==> config.mk <==
export PLATFORM = sky130hd
export DESIGN_NAME = fetch_stage
export DESIGN_NICKNAME = d
export VERILOG_FILES = /design/src/rtl/fetch_stage.sv
export SDC_FILE = /design/constraint.sdc
export NUM_CORES = 1
export LEC_CHECK = 0
export CAP_MARGIN = 20
export CORE_MARGIN = 2
export CORE_UTILIZATION = 35
export CTS_CLUSTER_SIZE = 10
export DETAILED_ROUTE_END_ITERATION = 16
export PLACE_DENSITY = 0.67
export SYNTH_ARGS = -nofsm -noshare
export SYNTH_HDL_FRONTEND = slang
export SYNTH_SLANG_ARGS = --single-unit
==> constraint.sdc <==
create_clock -name clk -period 2.1 [get_ports clk]
set_input_delay 0.42 -clock clk [delete_from_list [all_inputs] [get_ports clk]]
set_output_delay 0.42 -clock clk [all_outputs]
set_load 0.01 [all_outputs]
==> src/rtl/fetch_stage.sv <==
// rtl/fetch_stage.sv - ARM pipeline instruction fetch stage with IF/ID register
module fetch_stage #(
    parameter logic [31:0] RESET_PC  = 32'h0000_0000,
    parameter logic [31:0] NOP_INSTR = 32'h0000_0000
) (
    input  logic        clk,
    input  logic        reset,
    input  logic        StallF,
    input  logic        StallD,
    input  logic        FlushD,
    input  logic        BranchTakenE,
    input  logic [31:0] ALUResultE,
    input  logic        PCSrcW,
    input  logic [31:0] ResultW,
    input  logic [31:0] InstrF,
    output logic [31:0] PCF,
    output logic [31:0] InstrD,
    output logic [31:0] PCPlus8D,
    output logic        ValidD
);

    logic [31:0] pc_plus4_f;
    logic [31:0] pc_plus8_f;
    logic [31:0] pc_next_f;
    logic        redirect_f;

    // Next-PC selection: an execute-stage branch is older than nothing in WB
    // that could still be squashed, so it wins; targets are forced word-aligned.
    always_comb begin
        pc_plus4_f = PCF + 32'd4;
        pc_plus8_f = PCF + 32'd8;
        redirect_f = BranchTakenE | PCSrcW;
        if (BranchTakenE) begin
            pc_next_f = {ALUResultE[31:2], 2'b00};
        end else if (PCSrcW) begin
            pc_next_f = {ResultW[31:2], 2'b00};
        end else begin
            pc_next_f = pc_plus4_f;
        end
    end

    // PC register: a redirect must not be lost to a fetch stall, so it overrides StallF.
    always_ff @(posedge clk) begin
        if (reset) begin
            PCF <= RESET_PC;
        end else if (!StallF || redirect_f) begin
            PCF <= pc_next_f;
        end
    end

    // IF/ID register: flush beats stall so a squashed slot never survives a hold.
    always_ff @(posedge clk) begin
        if (reset) begin
            InstrD   <= NOP_INSTR;
            PCPlus8D <= 32'd0;
            ValidD   <= 1'b0;
        end else if (FlushD) begin
            InstrD   <= NOP_INSTR;
            PCPlus8D <= 32'd0;
            ValidD   <= 1'b0;
        end else if (!StallD) begin
            InstrD   <= InstrF;
            PCPlus8D <= pc_plus8_f;
            ValidD   <= 1'b1;
        end
    end

endmodule
==> impl_results.md, run 1 <==
* Longest Clk Path Bufs at 2
* F_max at 497 MHz
* GPL Wtd Cong at 0.937
* Sw power at 1.27 mW
* End of the worst register-to-register path: PCPlus8D[25]
* Hold Path Class: flop to flop
* FF-to-FF Start: PCF[3]
* Global routing usage on met3 at 3.75%
* Row count at 43
* Sw Share at 28.3%
* Synth Cell Area at 0.00502 mm^2
* Grt peak-use layer: met2
* Overall Global Routing Usage at 22.3%
* Crit. Startpoint: PCF[17]
* Synth unique cells at 67
* Clk Latency, worst-skew pair at 0.35 ns
* Comb power frac at 21.1%
* CTS tree: built
* Setup skew after layout at 0.0107 ns
* Num CTS Buffers at 9
* Routed vias/inst at 5.27
* EDFF count, synth at 0
* Leak at 3.00 nW
* First-pass GRT wire length at 26.4 mm
* CP required at 1.68 ns
* Clk sinks at 93
* Max Cap Viol at 0
* Drt initial violations at 314
* VDD IR max at 0.353 mV
* Share of cells above drive strength 1 at 12.7%
* Sequential fraction of the synthesis area at 37.1%
* Final WL at 17.3 mm
* Syn-to-layout area delta at 53.5%
* Count of buffers from port buffering at 191
* Post-Layout Cell Count at 1005
* Final Hold Viols at 0
* Critical path class: flop to primary output
* H-tree levels at 3
* Crit path launch type: flop
* Clk pin slew, worst setup/hold paths at 0.08 ns
* Synth Warn # at 0
* Crit share post-route at 95.9%
* Final slew viol count at 0
* Critical path endpoint: PCF[17]
* Hold_buf cts at 0
* Post-Place Setup Slack at -0.159 ns
* Die X at 124 um
* DRC viols at 0
* FF-to-FF path depth at 7
* Worst slew margin at 38.0%
* Final core occ at 55.3%
* Min cycle time layout at 2.01 ns
* Via count at 5298
* Final Setup Violations at 0
* Outcome: completed
* Die area at 0.0153 mm^2
* Pwr Density at 581 mW/mm^2
* Iteration count of the initial detailed-routing pass at 7
* Clk pwr share at 35.6%
* Final antenna-violating net count at 0
* Diodes inserted at 0
* Worst hold path depth at 2
* Core footprint at 0.0139 mm^2
* Cell count after synthesis at 600
* R2R Setup Slk at 0.13 ns
* Net count, final at 925
* Post-synthesis async set-or-reset flop share at 0%
* # IOs at 200
* Internal power at 3.21 mW
* Grt total ovfl at 0
* Starting Density at 36.0%
* Placed Cells at 988
* Crit-path max FO at 6
* Met1 usage at 29.6%
* Share of power burned in registers at 43.3%
* Post-synth top flop: dfxtp_1
* Die height at 124 um
* Vias in the first global route at 5148
* Grt met2 use at 35.6%
* Syn_area_per_cell at 8.36 um^2
* Synthesis-stage register bit count at 93
* Pin count of the biggest net entering global routing at 38
* CTS root buf: clkbuf_16
* Avg WL per Cell at 17.2 um
* Worst Tran Pin Value at 0.928 ns
* Final WS setup at 0.0870 ns
* Initial antenna violation count at 0
* CP arrival at 1.59 ns
* HPWL Detailed at 13.7 mm
* Crit end category: primary output
* RSZ-0062 raised after global routing: no
==> sequential cells by signal, summed over array words and instances, names as in the netlist <==
| name | flops |
|---|---|
| InstrD | 32 |
| ValidD | 1 |
| PCPlus8D | 30 |
| PCF | 30 |
==> kinds of logic (layout without fill, tap and decap cells) <==
logic type / after synthesis / count (layout) / synth area share, %
AOI/OAI and AO/OA: 136 / 136 / 16.8
xor gates and xnor gates: 40 / 40 / 6.98
adders and majority gates: 2 / 2 / 0.499
buffers and inverters: 69 / 291 / 7.18
DFF: 93 / 93 / 37.1
muxes: 44 / 44 / 8.78
other: 1 / 4 / 0.0747
and+or+nand+nor: 215 / 215 / 22.6
==> routing by layer <==
| layer | routed length [um] | up-vias | part of all wire, % |
|---|---|---|---|
| met5 | 0 | - | 0 |
| met4 | 622 | 0 | 3.6 |
| met3 | 1360 | 35 | 7.9 |
| met2 | 7900 | 244 | 46 |
| met1 | 7420 | 2453 | 43 |
| li1 | - | 2566 | - |
==> power by group through the flow <==
stage / Clock, mW / Combinational (mW) / Sequential (mW)
global route: 1.71 / 1.02 / 1.95
floorplan: 0 / 0.415 / 1.98
global placement: 0 / 0.929 / 1.97
finish: 1.59 / 0.944 / 1.94
CTS: 1.64 / 0.943 / 1.94
detailed placement: 0 / 0.938 / 1.98
==> worst max-delay path, cell delays in order, from the launching register on <==
cell and delay (ns):
dfxtp_1 0.51, buf_4 0.20, clkdlybuf4s50_1 0.54
==> cells in the mapped netlist, types with 2 or more instances <==
cell type   n  share of area [%]
a211oi_1    9                1.3
a21oi_1    49                4.9
a221o_1     3               0.60
a221oi_1    3               0.52
a222oi_1    3               0.60
a22o_1      2               0.35
a311o_1     2               0.40
a311oi_1    3               0.52
a31oi_1     6               0.75
a32oi_1     2               0.35
and2_1      2               0.25
and3_1      5               0.62
and4_1      4               0.70
buf_1       6               0.45
buf_2       3               0.30
buf_4       9                1.3
buf_6       7                1.6
clkbuf_1   29                2.2
dfxtp_1    93                 37
ha_1        2               0.50
inv_1      12               0.90
mux2i_1    44                8.8
nand2_1    41                3.1
nand3_1    16                1.6
nand3b_1    4               0.60
nand4_1    12                1.5
nand4_4     3                1.3
nand4b_1    2               0.35
nor2_1     80                6.0
nor2b_1     5               0.62
nor3_1     15                1.5
nor3_2      2               0.40
nor4_1      7               0.87
nor4_4      2               0.85
o21a_1      2               0.30
o21ai_0    36                3.6
o22ai_1     4               0.50
or3_1       4               0.50
xnor2_1    15                2.6
xor2_1     25                4.4
==> metrics by stage <==
step / area [um^2] / hold slack, ns / setup TNS, ns / power, mW
2_1_floorplan: 5030 / 0.474 / 0 / 2.40
3_3_place_gp: 7400 / 0.438 / -0.359 / 2.90
3_5_place_dp: 7400 / 0.439 / -0.576 / 2.92
4_1_cts: 7690 / 0.451 / 0 / 4.52
5_1_grt: 7700 / 0.494 / 0 / 4.68
6_report: 7700 / 0.451 / 0 / 4.48
==> repair_timing <==
action                     4_1_cts  5_1_grt
resized for setup                0        2
buffers inserted                 0        1
setup endpoints to repair        0        5
==> worst min path at each step <==
stage                     startpoint      to  slack, ns
after floorplan               ValidD  ValidD       0.47
after CTS                     ValidD  ValidD       0.45
after detailed placement      ValidD  ValidD       0.44
after global placement        ValidD  ValidD       0.44
final                         ValidD  ValidD       0.45
after global routing          ValidD  ValidD       0.49
==> final cells by class <==
| cell class | instances | area [um^2] |
|---|---|---|
| tap | 180 | 225 |
| multi-input combinational | 441 | 2810 |
| inverter | 13 | 48.8 |
| sequential | 93 | 1860 |
| timing repair buffer | 262 | 2460 |
| clock buffer | 9 | 225 |
| clock inverter | 7 | 65.1 |
| fill | 1251 | 6230 |
==> cell usage in the layout (no fill, tap or decap), types with 15 or more instances in the layout <==
| master | count |
|---|---|
| mux2i_1 | 44 |
| a21oi_1 | 49 |
| o21ai_0 | 36 |
| nor2_1 | 79 |
| nand2_1 | 41 |
| xnor2_1 | 15 |
| dfxtp_1 | 92 |
| xor2_1 | 25 |
| buf_4 | 69 |
| nand3_1 | 16 |
| clkdlybuf4s50_1 | 190 |
| nor3_1 | 15 |
Note: power is estimated with default switching activity, not from simulation.
==> run 2, diff against run 1 <==
--- a/config.mk
+++ b/config.mk
@@ -8,9 +8,11 @@
 export CAP_MARGIN = 20
 export CORE_MARGIN = 2
 export CORE_UTILIZATION = 35
+export CTS_BUF_LIST = sky130_fd_sc_hd__clkbuf_4 sky130_fd_sc_hd__clkbuf_8
 export CTS_CLUSTER_SIZE = 10
 export DETAILED_ROUTE_END_ITERATION = 16
 export PLACE_DENSITY = 0.67
+export SLEW_MARGIN = 20
 export SYNTH_ARGS = -nofsm -noshare
 export SYNTH_HDL_FRONTEND = slang
 export SYNTH_SLANG_ARGS = --single-unit
==> run 2 against run 1 <==
First-iteration DRC count increased by 1.6%. Design area decreased by 1.3%. Maximum frequency decreased by 1.2%. Total power decreased by 9.3%. Sequential power about the same. Clock skew increased by 0.0050 ns. Worst setup slack got worse by 0.024 ns. Worst hold slack improved by 0.0026 ns. Register-to-register slack about the same. Critical endpoint is now PCF[9].
==> impl_results.md, run 2 (synthesis gave the netlist of run 1 again) <==
* Syn-to-layout area delta at 51.5%
* Clk pwr share at 29.1% (-6.5 points)
* Pin count of the biggest net entering global routing at 38 (unchanged)
* Comb power frac at 23.2% (+2.1 points)
* Final instance area at 0.00760 mm^2 (-1.3%)
* Share of cells above drive strength 1 at 12.7% (unchanged)
* DRC viols at 0 (unchanged)
* Post-Place Setup Slack at -0.159 ns (unchanged)
* Drt initial violations at 319 (+1.6%)
* Die height at 124 um (unchanged)
* Clk Latency, worst-skew pair at 0.37 ns (+0.02 ns)
* Count of buffers from port buffering at 191 (unchanged)
* Routed vias/inst at 5.27 (about the same)
* Min cycle time layout at 2.04 ns (+0.0240 ns)
* FF-to-FF path depth at 6 (-1)
* Commonest cells after routing, fill and taps aside: clkdlybuf4s50_1, dfxtp_1, nor2_1, buf_4, a21oi_1
* Sw power at 1.23 mW (-3.4%)
* Outcome: completed
* Post-Layout Cell Count at 1005 (unchanged)
* Crit end category: primary output
* # IOs at 200 (unchanged)
* RSZ-0062 raised after global routing: no
* R2R Setup Slk at 0.13 ns (about the same)
* Vias in the first global route at 5150 (+0.039%)
* CTS root buf: clkbuf_8
* FF-to-FF Start: PCF[8]
* Crit path launch type: flop
* Final Hold Viols at 0 (unchanged)
* Die X at 124 um (unchanged)
* Leak at 2.96 nW (-1.5%)
* Via count at 5295 (-0.057%)
* Placed Cells at 988 (unchanged)
* Max Cap Viol at 0 (unchanged)
* Longest Clk Path Bufs at 2 (unchanged)
* Final antenna-violating net count at 0 (unchanged)
* HPWL Detailed at 13.7 mm (unchanged)
* First-pass GRT wire length at 26.3 mm (-0.16%)
* Largest registers: InstrD x32, PCF x30, PCPlus8D x30
* Most common cell after layout, fill and taps aside: clkdlybuf4s50_1
* Final WS setup at 0.0630 ns (-0.0240 ns)
* GPL Wtd Cong at 0.937 (unchanged)
* Crit share post-route at 97.0% (+1.1 points)
* Worst Tran Pin Value at 0.933 ns (+0.00537 ns)
* Die area at 0.0153 mm^2 (unchanged)
* Critical path endpoint: PCF[9]
* Cell area after placement at 0.00740 mm^2 (unchanged)
* Overall Global Routing Usage at 22.3% (-0.041 points)
* CP arrival at 1.62 ns (+0.03 ns)
* Crit-path max FO at 4 (-2)
* Critical path class: flop to primary output
* End of the worst register-to-register path: PCF[29]
* Setup skew after layout at 0.0157 ns (+0.00500 ns)
* Core footprint at 0.0139 mm^2 (unchanged)
* Clk pin slew, worst setup/hold paths at 0.11 ns (+0.03 ns)
* Grt total ovfl at 0 (unchanged)
* Crit. Startpoint: PCF[9]
* CTS tree: built
* Starting Density at 36.0% (unchanged)
* Diodes inserted at 0 (unchanged)
* Final Setup Violations at 0 (unchanged)
* Net count, final at 925 (unchanged)
* Hold Path Class: flop to flop
* Internal power at 2.84 mW (-12%)
* Share of power burned in registers at 47.7% (+4.4 points)
* VDD IR max at 0.281 mV (-20%)
* Num CTS Buffers at 9 (unchanged)
* Worst slew margin at 37.7% (-0.36 points)
* Clk sinks at 93 (unchanged)
* Avg WL per Cell at 17.2 um (about the same)
* CP required at 1.68 ns (about the same)
* Initial antenna violation count at 0 (unchanged)
* Register with the most flip-flops: InstrD
* F_max at 491 MHz (-1.2%)
* Iteration count of the initial detailed-routing pass at 6 (-1)
* Hold_buf cts at 0 (unchanged)
* Max reg flops at 32 (unchanged)
* Row count at 43 (unchanged)
* Final slew viol count at 0 (unchanged)
* Sw Share at 30.2% (+1.8 points)
* Setup TNS Final at 0 ns (unchanged)
* H-tree levels at 3 (unchanged)
* Final WL at 17.3 mm (about the same)
* Pwr Density at 534 mW/mm^2 (-8.1%)
-- run 2: cell counts in the layout (fill, tap and decap cells not counted) --
Identical to the previous run, type by type.
-- run 2: power by group through the flow --
stage | combinational (mW) | sequential [mW] | clock (mW)
2_1_floorplan | 0.415 | 1.98 | 0
3_3_place_gp | 0.929 | 1.97 | 0
3_5_place_dp | 0.938 | 1.98 | 0
4_1_cts | 0.944 | 1.94 | 1.22
5_1_grt | 1.02 | 1.95 | 1.28
6_report | 0.943 | 1.94 | 1.18
-- run 2: through the flow --
| stage | power, mW | util [%] | hold WS (ns) |
|---|---|---|---|
| after global routing | 4.25 | 54.5 | 0.500 |
| after detailed placement | 2.92 | 53.1 | 0.439 |
| after CTS | 4.10 | 54.5 | 0.456 |
| final | 4.06 | 54.5 | 0.453 |
| after floorplan | 2.40 | - | 0.474 |
| after global placement | 2.90 | 53.1 | 0.438 |
-- run 2: metal layers --
layer / vias to the layer above / global-route usage [%] / part of all wire [%]
met5: - / 0 / 0
met4: 0 / 9.16 / 3.5
met3: 33 / 3.39 / 7.1
met2: 228 / 36.0 / 46
met1: 2462 / 29.7 / 43
li1: 2572 / - / -
-- run 2: worst max-delay path, cell delays in order (launching register included) --
cell	delay, ns
dfxtp_1	0.52
buf_4	0.20
clkdlybuf4s50_1	0.53
-- run 2: how the worst min path moves through the flow --
stage          cells after the start  slack, ns     end  startpoint
6_report                           2       0.45  ValidD      ValidD
5_1_grt                            2       0.50  ValidD      ValidD
4_1_cts                            2       0.46  ValidD      ValidD
3_5_place_dp                       2       0.44  ValidD      ValidD
3_3_place_gp                       2       0.44  ValidD      ValidD
2_1_floorplan                      2       0.47  ValidD      ValidD
-- run 2: area by class of cell --
class	instances	area, um^2
Sequential cell	93	1860
Fill cell	1256	6330
Multi-Input combinational cell	441	2810
Tap cell	180	225
Timing Repair Buffer	262	2460
Clock buffer	9	124
Clock inverter	7	65.1
Inverter	13	48.8
-- run 2: what timing repair did --
action,4_1_cts,5_1_grt
setup buffers,0,1
resized for setup,1,1
pin swaps,0,1
setup endpoints to repair,1,4
